File: config.mk
export PLATFORM = sky130hd
export DESIGN_NAME = sm_adder_pipe
export DESIGN_NICKNAME = d
export VERILOG_FILES = /design/src/rtl/sm_pkg.sv /design/src/rtl/sm_add_core.sv /design/src/rtl/sm_adder_pipe.sv
export SDC_FILE = /design/constraint.sdc
export NUM_CORES = 1
export LEC_CHECK = 0
export ABC_AREA = 1
export CAP_MARGIN = 20
export CORE_AREA = 3 3 120 76
export CTS_CLUSTER_DIAMETER = 50
export DETAILED_ROUTE_END_ITERATION = 6
export DIE_AREA = 0 0 123 79
export PLACE_DENSITY_LB_ADDON = 0.08
export REMOVE_ABC_BUFFERS = 1
export SKIP_CTS_REPAIR_TIMING = 1
export SYNTH_ARGS = -nofsm -noshare
export SYNTH_HDL_FRONTEND = slang
export SYNTH_SLANG_ARGS = --single-unit
File: constraint.sdc
create_clock -name clk -period 2.3 [get_ports clk]
set_input_delay 0.46 -clock clk [delete_from_list [all_inputs] [get_ports clk]]
set_output_delay 0.46 -clock clk [all_outputs]
set_load 0.005 [all_outputs]
File: src/rtl/sm_pkg.sv
// Shared types and helpers for the sign-magnitude adder pipeline.
// Words are sign bit [W-1] over magnitude [W-2:0].
package sm_pkg;

  localparam int SM_WIDTH = 16;
  localparam int SM_FRAC  = 8;
  localparam int SIGN_BIT = SM_WIDTH - 1;
  localparam int MAG_MSB  = SM_WIDTH - 2;

  // Widest word the helpers below accept.
  localparam int SM_MAX_W = 64;

  typedef logic [SM_WIDTH-1:0] sm_word_t;
  typedef logic [SM_MAX_W-2:0] sm_mag_t;

  // Magnitudes narrower than SM_MAX_W-1 are zero-extended by the caller.
  function automatic logic sm_is_zero(input sm_mag_t mag);
    return mag == '0;
  endfunction

endpackage

File: src/rtl/sm_add_core.sv
// Combinational stage-2 datapath: add/sub, -0 clean-up, saturate or wrap.
// Ports: signL/magL larger operand, signS/magS smaller, result word, ovf.
// Macro SM_ADDER_SAT_EN: saturate magnitude on overflow instead of wrapping.
module sm_add_core
  import sm_pkg::*;
#(
  parameter int WIDTH = SM_WIDTH
) (
  input  logic             signL,
  input  logic             signS,
  input  logic [WIDTH-2:0] magL,
  input  logic [WIDTH-2:0] magS,
  output logic [WIDTH-1:0] result,
  output logic             ovf
);

  localparam int MW = WIDTH - 1;

  logic [WIDTH-1:0] sum;
  logic [MW-1:0]    diff;
  logic [MW-1:0]    mag;
  logic             sign;

  // magL >= magS is guaranteed upstream, so diff never borrows.
  assign sum  = {1'b0, magL} + {1'b0, magS};
  assign diff = magL - magS;

  always_comb begin
    mag  = '0;
    sign = signL;
    ovf  = 1'b0;
    if (signL == signS) begin
      mag = sum[MW-1:0];
      ovf = sum[MW];
`ifdef SM_ADDER_SAT_EN
      if (sum[MW]) begin
        mag = '1;
      end
`endif
    end else begin
      mag = diff;
    end
    // Never emit -0, including a wrapped-to-zero sum.
    if (sm_is_zero((SM_MAX_W-1)'(mag))) begin
      sign = 1'b0;
    end
    result = {sign, mag};
  end

endmodule

File: src/rtl/sm_adder_pipe.sv
// Two-stage pipelined sign-magnitude adder with valid/ready on both sides.
// Ports: clk, rst (sync, high), in_valid/in_ready/in_a/in_b,
//   out_valid/out_ready/out_result/out_ovf. Macro: SM_ADDER_SAT_EN.
module sm_adder_pipe
  import sm_pkg::*;
#(
  parameter int WIDTH = SM_WIDTH,
  parameter int FRAC  = SM_FRAC
) (
  input  logic             clk,
  input  logic             rst,
  input  logic             in_valid,
  output logic             in_ready,
  input  logic [WIDTH-1:0] in_a,
  input  logic [WIDTH-1:0] in_b,
  output logic             out_valid,
  input  logic             out_ready,
  output logic [WIDTH-1:0] out_result,
  output logic             out_ovf
);

  localparam int MW = WIDTH - 1;

  if (WIDTH < 4 || WIDTH > SM_MAX_W ||
      FRAC < 0 || FRAC > WIDTH - 1) begin : gBadCfg
    $error("sm_adder_pipe: bad WIDTH/FRAC");
  end

  typedef struct packed {
    logic          signL;
    logic          signS;
    logic [MW-1:0] magL;
    logic [MW-1:0] magS;
  } cmp_t;

  typedef struct packed {
    logic [WIDTH-1:0] result;
    logic             ovf;
  } sum_t;

  logic s1Valid;
  logic s2Valid;
  logic s2En;
  cmp_t s1D;
  cmp_t s1Q;
  sum_t s2D;
  sum_t s2Q;

  logic [MW-1:0] aMag;
  logic [MW-1:0] bMag;
  logic          aSign;
  logic          bSign;

  assign s2En     = !s2Valid || out_ready;
  assign in_ready = !rst && (!s1Valid || s2En);

  // Stage 1: fold -0 to +0 and order operands by magnitude.
  assign aMag  = in_a[MW-1:0];
  assign bMag  = in_b[MW-1:0];
  assign aSign = in_a[MW] && !sm_is_zero((SM_MAX_W-1)'(aMag));
  assign bSign = in_b[MW] && !sm_is_zero((SM_MAX_W-1)'(bMag));

  always_comb begin
    s1D = '0;
    if (aMag >= bMag) begin
      s1D.signL = aSign;
      s1D.magL  = aMag;
      s1D.signS = bSign;
      s1D.magS  = bMag;
    end else begin
      s1D.signL = bSign;
      s1D.magL  = bMag;
      s1D.signS = aSign;
      s1D.magS  = aMag;
    end
  end

  always_ff @(posedge clk) begin
    if (rst) begin
      s1Valid <= 1'b0;
      s1Q     <= '0;
    end else if (in_ready) begin
      s1Valid <= in_valid;
      if (in_valid) begin
        s1Q <= s1D;
      end
    end
  end

  // Stage 2: add/sub of the registered compare result.
  sm_add_core #(
    .WIDTH(WIDTH)
  ) uCore (
    .signL (s1Q.signL),
    .signS (s1Q.signS),
    .magL  (s1Q.magL),
    .magS  (s1Q.magS),
    .result(s2D.result),
    .ovf   (s2D.ovf)
  );

  always_ff @(posedge clk) begin
    if (rst) begin
      s2Valid <= 1'b0;
      s2Q     <= '0;
    end else if (s2En) begin
      s2Valid <= s1Valid;
      if (s1Valid) begin
        s2Q <= s2D;
      end
    end
  end

  assign out_valid  = s2Valid;
  assign out_result = s2Q.result;
  assign out_ovf    = s2Q.ovf;

endmodule

# Word-level counts from Yosys, hierarchy flattened
# Cells that the tools add are included.
[word_totals]
regBits = 51
latch_bits = 0
ramBits = 0
rom_bits = 0
output_inout_bits = 19
elab_cells = 31
n_memories = 0
[op_classes]
addsub = 2
n_mul = 0
div_mod_pow = 0
order_cmp = 1
eq_ne = 1
shifts = 0
mux = 4
bitwise = 0
reduce_logical = 15
[ops]
columns = ["cell", "count"]
rows = [
  ["logical NOT 15 bit", 3],
  ["two-way mux 32 bit", 1],
  ["adder 15 x 15 -> 16 bit", 1],
  ["greater-or-equal comparator 15 bit", 1],
  ["two-way mux 15 bit", 1],
  ["subtractor 15 bit", 1],
  ["logical NOT 1 bit", 5],
  ["AND reduction 2 bit", 2],
  ["logical AND 1 bit", 3],
  ["logical OR 1 bit", 2],
  ["two-way mux 1 bit", 2],
  ["equality test 1 bit", 1],
]

# Depth between registers and ports, before layout
# Gate-level depths: netlist of run 1.
[depth]
depth_word = 5
ltp_mapped = 19

# Hierarchy
# From an unflattened synthesis of run 1, not the netlist that was laid out.
[hier_totals]
hier_cells = 820
area_unflattened_um2 = 4818.4
[by_module_without_submodules]
columns = ["module", "instances", "cells_per_inst", "area_per_inst_um2", "seq_area_each_um2"]
rows = [
  ["sm_adder_pipe", 1, 420, 2788.9, 1021.0],
  ["sm_add_core", 1, 400, 2029.4, 0.0],
]

# Worst setup path before layout of run 1
# No wires, ideal clock.
[synth_timing]
kind = "input to register"
startpoint = "input in_b[14]"
endpoint = "register s1Q[19] (netlist bit)"
setup_time_ns = 0.132
arrival_time_ns = 1.976
required_time_ns = 2.168
slack_ns = 0.192
path_stages = 11
path_cell_list = "inv_1 > ha_1 > nand2_1 > inv_1 > nand2_1 > or4_4 > nand3_4 > buf_2 > o21ai_0 > nand2_1 > a21oi_1"
[synth_between]
elab_chain_len = 2
[synth_rtl]
columns = ["item", "line", "text"]
rows = [
  ["from (decl)", "sm_adder_pipe.sv:15", "input logic [WIDTH-1:0] in_b,"],
  ["greater-or-equal comparator 15 bit", "sm_adder_pipe.sv:65", "if (aMag >= bMag) begin"],
  ["two-way mux 32 bit", "sm_adder_pipe.sv:65", ""],
  ["to (signal assigned)", "sm_adder_pipe.sv:81", "s1Q <= '0;"],
  ["to (signal assigned)", "sm_adder_pipe.sv:85", "s1Q <= s1D;"],
  ["to (decl)", "sm_adder_pipe.sv:45", "cmp_t s1Q;"],
]
# No other way between the ends.
# A chain may end at the register's enable or synchronous reset.

# Worst setup path in the final report of run 1
[layout_timing]
startpoint = "input in_b[2]"
endpoint = "register s1Q[11] (netlist bit)"
# Same word-level chain as after synthesis.

==> results of run 1 <==
## cell families after synthesis
kind of cell | after synthesis | share of synthesized area
flops | 51 | 0.230
simple gates | 371 | 0.345
compound gates | 130 | 0.163
fa+ha+maj | 46 | 0.133
xor+xnor | 3 | 0.00592
buf+inv | 136 | 0.123
## state kept, by name, summed over array words and instances (netlist names)
register	cells
out_result	16
s1Valid	1
out_valid	1
out_ovf	1
s1Q	32
## per-stage QoR
step	total power (W)	setup WS (ps)	instances	hold slack, ps	setup TNS (ps)
2_1_floorplan	0.00165	-507	711	443	-16130
3_3_place_gp	0.00205	-385	926	453	-11570
3_5_place_dp	0.00207	-469	926	458	-13590
4_1_cts	0.00292	-158	933	468	-3550
5_1_grt	0.00337	-98.4	946	493	-962
6_report	0.00320	52.2	946	470	0
## cells in the mapped netlist
master and instances:
xnor2_1 1, a21o_1 1, nand3_1 42, a31oi_1 2
nand3b_1 3, nand3_4 1, or4_4 1, nand4_1 14
inv_1 109, dfxtp_1 51, buf_4 5, fa_1 2
o21ai_0 23, o21ai_2 1, o21bai_1 2, nor2_1 47
clkinv_1 1, o211ai_1 24, ha_1 44, buf_2 5
a21oi_1 67, nor4_1 4, clkbuf_2 1, nand2_1 252
buf_6 1, nand2_2 1, nor3_1 6, clkbuf_1 14
xor2_1 2, o21ai_1 10
## placed cells by master, fill, tap and decap left out, types with 24 or more instances in the layout
cell type	n
nand3_1	35
buf_4	55
nand2_1	237
clkdlybuf4s50_1	24
a21oi_1	55
inv_1	93
dfxtp_1	48
dlymetal6s2s_1	30
nor2_1	38
o211ai_1	24
## final cells by class
type / instances / area (sq um)
clock buffer: 5 / 125
clock inverter: 2 / 37.5
fill: 542 / 1590
inverter: 110 / 413
multi-input combinational: 551 / 3360
sequential: 51 / 1030
tap: 108 / 135
timing repair buffer: 119 / 1220
## path summary, 6_finish.rpt
path | to | cells past startpoint
worst max-delay path | s1Q[11] | 13
worst min-delay path | out_result[15] | 2
worst max register to register | out_result[15] | 17
worst min register to register | out_result[15] | 2
## report_power, final
part           leakage [nW]  switching, W  internal (W)
clock                0.0759      0.000355      0.000508
sequential            0.420     0.0000466      0.000941
combinational          2.71      0.000778      0.000572
## metal layers
layer / GRT usage / wire length (um) / up-vias
li1: - / - / 2577
met1: 0.399 / 6690 / 2497
met2: 0.438 / 7100 / 268
met3: 0.0470 / 1360 / 24
met4: 0.0475 / 173 / 0
met5: 0 / 0 / -
## worst reg2reg max path, delay by kind of cell, from the launching register on
kind | cells | cell delay (ps)
buf+inv | 3 | 280
flops | 1 | 410
fa+ha+maj | 1 | 320
compound gates | 1 | 50
simple gates | 12 | 1020
==> flow_summary_export.csv, run 1 <==
group,metric,value,unit
worst_setup_path,slowest_delay,270,ps
sta,post-route-min-period,2250,ps
logic_synthesis,netlist-cell-type-count,30,
worst_setup_path,critPathRequiredTime,2460,ps
placed_design,gp_congestion,0.908,
route,ant_nets,0,
grt,grt_overflow,0,
cts,clockRootBuffer,"clkbuf_16",
power_and_ir_drop,ir_drop,0.323,mV
status,outcome,"completed",
route,wirelength,15300,um
sta,setup_viol_count_final,0,
floorplanning,start_util,0.561,
sta,min_period_over_period,0.977,
flow_run,cap_violations,0,
worst_setup_path,end_kind,"flip-flop",
worst_setup_path,critPathMaxFanout,7,
finish,drive_above_1_share,0.210,
finish,final_core_util,0.799,
route,first_pass_iters,5,
sta,fmax,0.445,GHz
power_and_ir_drop,powerDensity,506,mW/mm^2
route,drcViolationCount,0,
cts,h-tree-depth,2,
logic_synthesis,ys_warn_count,0,
cts,clock_path_buffers,2,
sta,drv_slew,0,
route,via_count,5366,
worst_setup_path,cp-start-kind,"input port",
placed_design,io_buffers,54,
floorplanning,die-area,0.00972,sq mm
placed_design,post-dp-hpwl,10100,um
grt,grt_pass1_wl,21600,um
cts,cts_sinks,51,
logic_synthesis,seq_area_frac_synth,0.230,
logic_synthesis,synth-seq-cells,51,
finish,synthToLayoutAreaGrowth,42.4,%
sta,hold_violations,0,
worst_setup_path,crit_buf_inv,4,
logic_synthesis,yosysTopAreaCell,"dfxtp_1",
cts,cts_tree,"built",
grt,grt_pass1_vias,4737,
route,wl_per_cell,16.2,um
floorplanning,core,0.00791,sq mm
logic_synthesis,synth_top_area_frac,0.230,
grt,grt_max_degree,41,
worst_setup_path,r2r_slack,90,ps
finish,antenna_cells,0,
logic_synthesis,synthTopCellsByArea,"dfxtp_1 (23%), nand2_1 (21%), ha_1 (12%)",
floorplanning,die_h,79,um
finish,fin_area,0.00632,sq mm
cts,cts-buffers-inserted,5,
grt,grt_usage,0.276,
sta,skew,8.88,ps
power_and_ir_drop,p_leak,3.21,nW
cts,clk_latency,300,ps
min_path,worstHoldStart,"out_result[15]",
grt,antenna_found_initial,0,
floorplanning,fp.dieW,123,um
worst_setup_path,cp_common_cell,"a21oi_1",
worst_setup_path,critPathKind,"in -> reg",
worst_setup_path,crit_path_top_delay_cell,"o21ai_2",
logic_synthesis,syn_avg_cell_area,6.02,sq um
finish,fin_nets,920,
logic_synthesis,synthesis.area,0.00444,sq mm
min_path,hp-class,"reg -> reg",
cts,clk_pin_slew_worst_paths,70,ps
worst_setup_path,crit_start,"in_b[2]",
worst_setup_path,crit_arrival,2410,ps
route,drt-initial-drc-count,516,
worst_setup_path,cp_top_family,"compound AO/OA/AOI/OAI gates",
floorplanning,rows,25,
sta,worst_pin_slew,572,ps
worst_setup_path,r2r_start,"s1Q[3]",
logic_synthesis,syn_inst,737,
worst_setup_path,crit_chain,"dlymetal6s2s_1 -> inv_2 -> ha_4 -> a21oi_1 -> o21ai_0 -> nand3_1 -> a21oi_1 -> o21ai_2 -> buf_4 -> nand3_4 -> buf_6 -> o211ai_1 -> a21oi_1",
placed_design,place_area,0.00542,sq mm
route,routed_via_density,5.67,
sta,slew_headroom,0.618,
floorplanning,io_pins,55,
Note: power is estimated with default switching activity, not from simulation.
==> run 2, diff against run 1 <==
--- a/config.mk
+++ b/config.mk
@@ -7,10 +7,10 @@
 export LEC_CHECK = 0
 export ABC_AREA = 1
 export CAP_MARGIN = 20
-export CORE_AREA = 3 3 120 76
+export CORE_AREA = 3 3 118 75
 export CTS_CLUSTER_DIAMETER = 50
 export DETAILED_ROUTE_END_ITERATION = 6
-export DIE_AREA = 0 0 123 79
+export DIE_AREA = 0 0 121 78
 export PLACE_DENSITY_LB_ADDON = 0.08
 export REMOVE_ABC_BUFFERS = 1
 export SKIP_CTS_REPAIR_TIMING = 1
==> run 2 against run 1 <==
Net effect: cell area decreased by 1.4%; final cell count decreased by 0.53%; non-clock buffer count decreased by 5; first-iteration DRC count increased by 14%; combinational power about the same; clock skew increased by 0.66 ps; sequential power about the same; utilization increased by 0.14 points; register-to-register slack improved by 20 ps; hold slack got worse by 2.0 ps; highest routed layer unchanged.
==> flow_summary_export.csv, run 2 (synthesized netlist as in run 1, its figures left out) <==
group,metric,value,unit
route,wirelength,14800,um
min_path,worstHoldStart,"out_result[15]",
route,via_count,5309,
route,first_pass_iters,5,
floorplanning,io_pins,55,
worst_setup_path,crit_arrival,2450,ps
cts,clockRootBuffer,"clkbuf_16",
worst_setup_path,cp-start-kind,"input port",
sta,whs,468,ps
placed_design,io_buffers,54,
power_and_ir_drop,ir_drop,0.360,mV
grt,grt_pass1_vias,4705,
min_path,hp-class,"reg -> reg",
finish,final_cell_mix,"nand2_1 (239), inv_1 (91), a21oi_1 (57)",
power_and_ir_drop,p_leak,3.15,nW
floorplanning,rows,25,
route,drt-initial-drc-count,590,
cts,cts-buffers-inserted,5,
finish,fin_nets,914,
worst_setup_path,critPathKind,"in -> reg",
finish,antenna_cells,0,
sta,fmax,0.451,GHz
finish,fill_cells,578,
cts,clk_latency,300,ps
cts,clk_pin_slew_worst_paths,80,ps
power_and_ir_drop,powerDensity,496,mW/mm^2
sta,post-route-min-period,2220,ps
flow_run,cap_violations,0,
cts,cts_sinks,51,
placed_design,post-dp-hpwl,10000,um
placed_design,placed_cells,927,
finish,regMostFlops,"s1Q",
sta,min_period_over_period,0.963,
sta,worst_pin_slew,571,ps
sta,skew,9.54,ps
sta,setup_slack,84.4,ps
worst_setup_path,end_kind,"flip-flop",
worst_setup_path,crit_start,"in_a[14]",
floorplanning,core,0.00779,sq mm
route,ant_nets,0,
route,drcViolationCount,0,
placed_design,place_ws,-440,ps
floorplanning,die-area,0.00944,sq mm
grt,grt_max_degree,41,
finish,largest_reg_flops,32,
grt,grt_usage,0.277,
finish,final_cells,941,
status,outcome,"completed",
sta,setup_viol_count_final,0,
finish,drive_above_1_share,0.190,
cts,clock_path_buffers,2,
sta,grt_setup_unrepaired,"yes",
sta,hold_violations,0,
grt,grt_pass1_wl,21400,um
sta,tns,0,ps
finish,synthToLayoutAreaGrowth,40.4,%
worst_setup_path,reg2reg_depth,15,
worst_setup_path,r2r_start,"s1Q[4]",
sta,slew_headroom,0.619,
floorplanning,start_util,0.570,
grt,antenna_found_initial,0,
floorplanning,die_h,78,um
finish,fin_area,0.00623,sq mm
cts,h-tree-depth,2,
finish,layout_commonest_cell,"nand2_1",
floorplanning,fp.dieW,121,um
placed_design,gp_congestion,0.950,
worst_setup_path,critPathRequiredTime,2540,ps
route,routed_via_density,5.64,
sta,drv_slew,0,
cts,cts_tree,"built",
grt,grt_overflow,0,
min_path,hold_depth,2,
route,wl_per_cell,15.7,um
worst_setup_path,critPathMaxFanout,8,
placed_design,place_area,0.00543,sq mm
## run 2: cell types whose count changed in the layout (fill, tap and decap cells not counted), moves of 3 or more
cell     previous run  this run
o21ai_1             5        13
ha_2                5         1
a21oi_2            12         9
ha_4               21        26
nor2_1             38        41
o21ai_0            21        18
o21ai_2             8         3
buf_4              55        52
## run 2: worst paths after layout
kind / endpoint / slack, ps
setup / recovery: s1Q[19] / 80
hold / removal: out_result[15] / 470
setup reg to reg: out_result[15] / 110
hold reg to reg: out_result[15] / 470
## run 2: critical path: stages
cell            delay [ps]
dlymetal6s2s_1         170
ha_4                   290
nand2_2                 60
inv_2                   70
nand2_2                 70
or4_4                  560
nand3_4                230
buf_12                 160
nand2_1                 60
o21ai_1                 70
nand2_1                120
a21oi_2                130
## run 2: final cells by class
cell class	count	area (sq um)	area share
Multi-Input combinational cell	550	3340	0.535
Sequential cell	51	1030	0.165
Clock inverter	2	16.3	0.00261
Timing Repair Buffer	114	1180	0.189
Inverter	110	413	0.0662
Tap cell	108	135	0.0217
Clock buffer	6	129	0.0207
## run 2: layer usage
metal  vias up  wire [um]  global-route usage
met5         -          0                   0
met4         0        198              0.0509
met3        23       1270              0.0568
met2       237       6660               0.437
met1      2475       6630               0.395
li1       2574          -                   -
## run 2: metrics by stage
step,total power (W),utilization
final,0.00309,0.800
after global placement,0.00205,0.697
after floorplan,0.00165,-
after CTS,0.00283,0.716
after detailed placement,0.00208,0.697
after global routing,0.00327,0.800
## run 2: where the power goes
part           total [W]  switching [W]  internal [W]
logic            0.00133       0.000762      0.000566
registers       0.000989      0.0000485      0.000941
clock network   0.000774       0.000365      0.000409
==> run 3, diff against run 2 <==
--- a/config.mk
+++ b/config.mk
@@ -11,6 +11,7 @@
 export CTS_CLUSTER_DIAMETER = 50
 export DETAILED_ROUTE_END_ITERATION = 6
 export DIE_AREA = 0 0 121 78
+export HOLD_SLACK_MARGIN = 0.06
 export PLACE_DENSITY_LB_ADDON = 0.08
 export REMOVE_ABC_BUFFERS = 1
 export SKIP_CTS_REPAIR_TIMING = 1
==> constraint.sdc (replaced) <==
create_clock -name clk -period 2.5 [get_ports clk]
set_input_delay 0.5 -clock clk [delete_from_list [all_inputs] [get_ports clk]]
set_output_delay 0.5 -clock clk [all_outputs]
set_load 0.005 [all_outputs]
==> run 3 against run 2 <==
Net effect: register-to-register slack gained 100 ps; die area is the same; sequential power shrank 8.3%; sequential share of layout area grew 0.53 points; flip-flop and latch count is the same; power shrank 8.2%; routed wire length shrank 1.9%; critical endpoint is now s1Q[24]; largest cell class unchanged; highest routed layer unchanged.
==> flow_summary_export.csv, run 3 (synthesized netlist as in run 1, its figures left out) <==
group,metric,value,unit
route,wirelength,14500,um
sta,setup_viol_count_final,0,
sta,hold_violations,0,
grt,grt_pass1_vias,4605,
finish,layout_commonest_cell,"nand2_1",
grt,antenna_found_initial,0,
cts,clockRootBuffer,"clkbuf_16",
sta,drv_slew,0,
floorplanning,rows,25,
worst_setup_path,critPathRequiredTime,2720,ps
worst_setup_path,crit_arrival,2670,ps
worst_setup_path,end_kind,"flip-flop",
cts,cts_sinks,51,
floorplanning,core,0.00779,sq mm
cts,cts_tree,"built",
finish,largest_reg_flops,32,
floorplanning,fp.dieW,121,um
worst_setup_path,cp_common_cell,"nand2_1",
route,ant_nets,0,
finish,synthToLayoutAreaGrowth,35.6,%
grt,grt_pass1_wl,21300,um
floorplanning,start_util,0.570,
worst_setup_path,cp_top_family,"simple AND/OR/NAND/NOR gates",
status,outcome,"completed",
power_and_ir_drop,ir_drop,0.302,mV
worst_setup_path,critPathMaxFanout,7,
route,wl_per_cell,15.4,um
cts,clk_pin_slew_worst_paths,70,ps
placed_design,place_area,0.00539,sq mm
finish,fill_cells,599,
worst_setup_path,crit_buf_inv,2,
route,drcViolationCount,0,
cts,cts-buffers-inserted,5,
grt,grt_overflow,0,
sta,slew_headroom,0.338,
finish,fin_area,0.00602,sq mm
placed_design,post-dp-hpwl,10100,um
finish,regMostFlops,"s1Q",
sta,post-route-min-period,2450,ps
sta,fmax,0.408,GHz
route,via_count,5228,
worst_setup_path,crit_chain,"clkdlybuf4s50_1 -> ha_4 -> nand4_1 -> or4_4 -> nand3_4 -> clkbuf_16 -> nand2_1 -> o21ai_1 -> nand2_1 -> a21oi_1",
sta,whs,472,ps
flow_run,cap_violations,0,
placed_design,io_buffers,54,
worst_setup_path,reg2reg_depth,17,
finish,final_cell_mix,"nand2_1 (247), inv_1 (94), a21oi_1 (60)",
worst_setup_path,cp-start-kind,"input port",
finish,drive_above_1_share,0.147,
cts,clk_latency,300,ps
min_path,hp-class,"reg -> reg",
grt,grt_usage,0.279,
placed_design,gp_congestion,0.918,
min_path,hold_depth,2,
floorplanning,io_pins,55,
floorplanning,die_h,78,um
worst_setup_path,path_depth,10,
cts,h-tree-depth,2,
route,drt-initial-drc-count,550,
worst_setup_path,crit_path_top_delay_cell,"or4_4",
grt,grt_max_degree,41,
worst_setup_path,slowest_delay,530,ps
worst_setup_path,critPathKind,"in -> reg",
finish,antenna_cells,0,
floorplanning,die-area,0.00944,sq mm
sta,skew,4.31,ps
route,first_pass_iters,5,
sta,min_period_over_period,0.979,
finish,fin_nets,913,
cts,clock_path_buffers,2,
power_and_ir_drop,powerDensity,472,mW/mm^2
route,routed_via_density,5.57,
power_and_ir_drop,p_leak,3.06,nW
sta,worst_pin_slew,992,ps
[run 3: worst paths after layout]
path                        from  slack [ps]        endpoint
hold reg to reg   out_result[15]         470  out_result[15]
setup reg to reg         s1Q[15]         210  out_result[15]
setup / recovery         in_a[7]          50         s1Q[24]
hold / removal    out_result[15]         470  out_result[15]
[run 3: per-layer routing]
metal / GRT usage / vias up / wire, um / part of all wire
li1: - / 2570 / - / -
met1: 0.406 / 2410 / 6820 / 0.47
met2: 0.429 / 220 / 6400 / 0.44
met3: 0.0488 / 28 / 1010 / 0.070
met4: 0.0611 / 0 / 242 / 0.017
met5: 0 / - / 0 / 0
[run 3: tightest hold or removal path, stage by stage, from the launching register on]
cell     delay, ps
dfxtp_1        310
nand2_1         60
a21oi_1         60
[run 3: area by class of cell]
cell class              instances  area (sq um)  area share
well taps                     108           135      0.0224
inverters                     110           413      0.0686
clock inverters                 2          37.5     0.00624
repair buffers                112          1130       0.188
flip-flops and latches         51          1020       0.170
clock buffers                   5           125      0.0208
multi-input cells             551          3150       0.524
[run 3: power by group]
part,leakage [nW],internal (W),switching [W]
sequential,0.419,0.000866,0.0000410
combinational,2.57,0.000480,0.000671
clock,0.0759,0.000467,0.000314
total,3.06,0.00181,0.00103
[run 3: through the flow]
stage	worst slack (ps)	total power (W)	cells	setup TNS [ps]	utilization
floorplan	-347	0.00152	711	-11010	-
global placement	-222	0.00188	923	-5810	0.692
detailed placement	-268	0.00190	923	-7170	0.692
CTS	32.8	0.00267	930	0	0.712
global route	-65.7	0.00300	939	-119	0.773
finish	51.5	0.00284	939	0	0.773
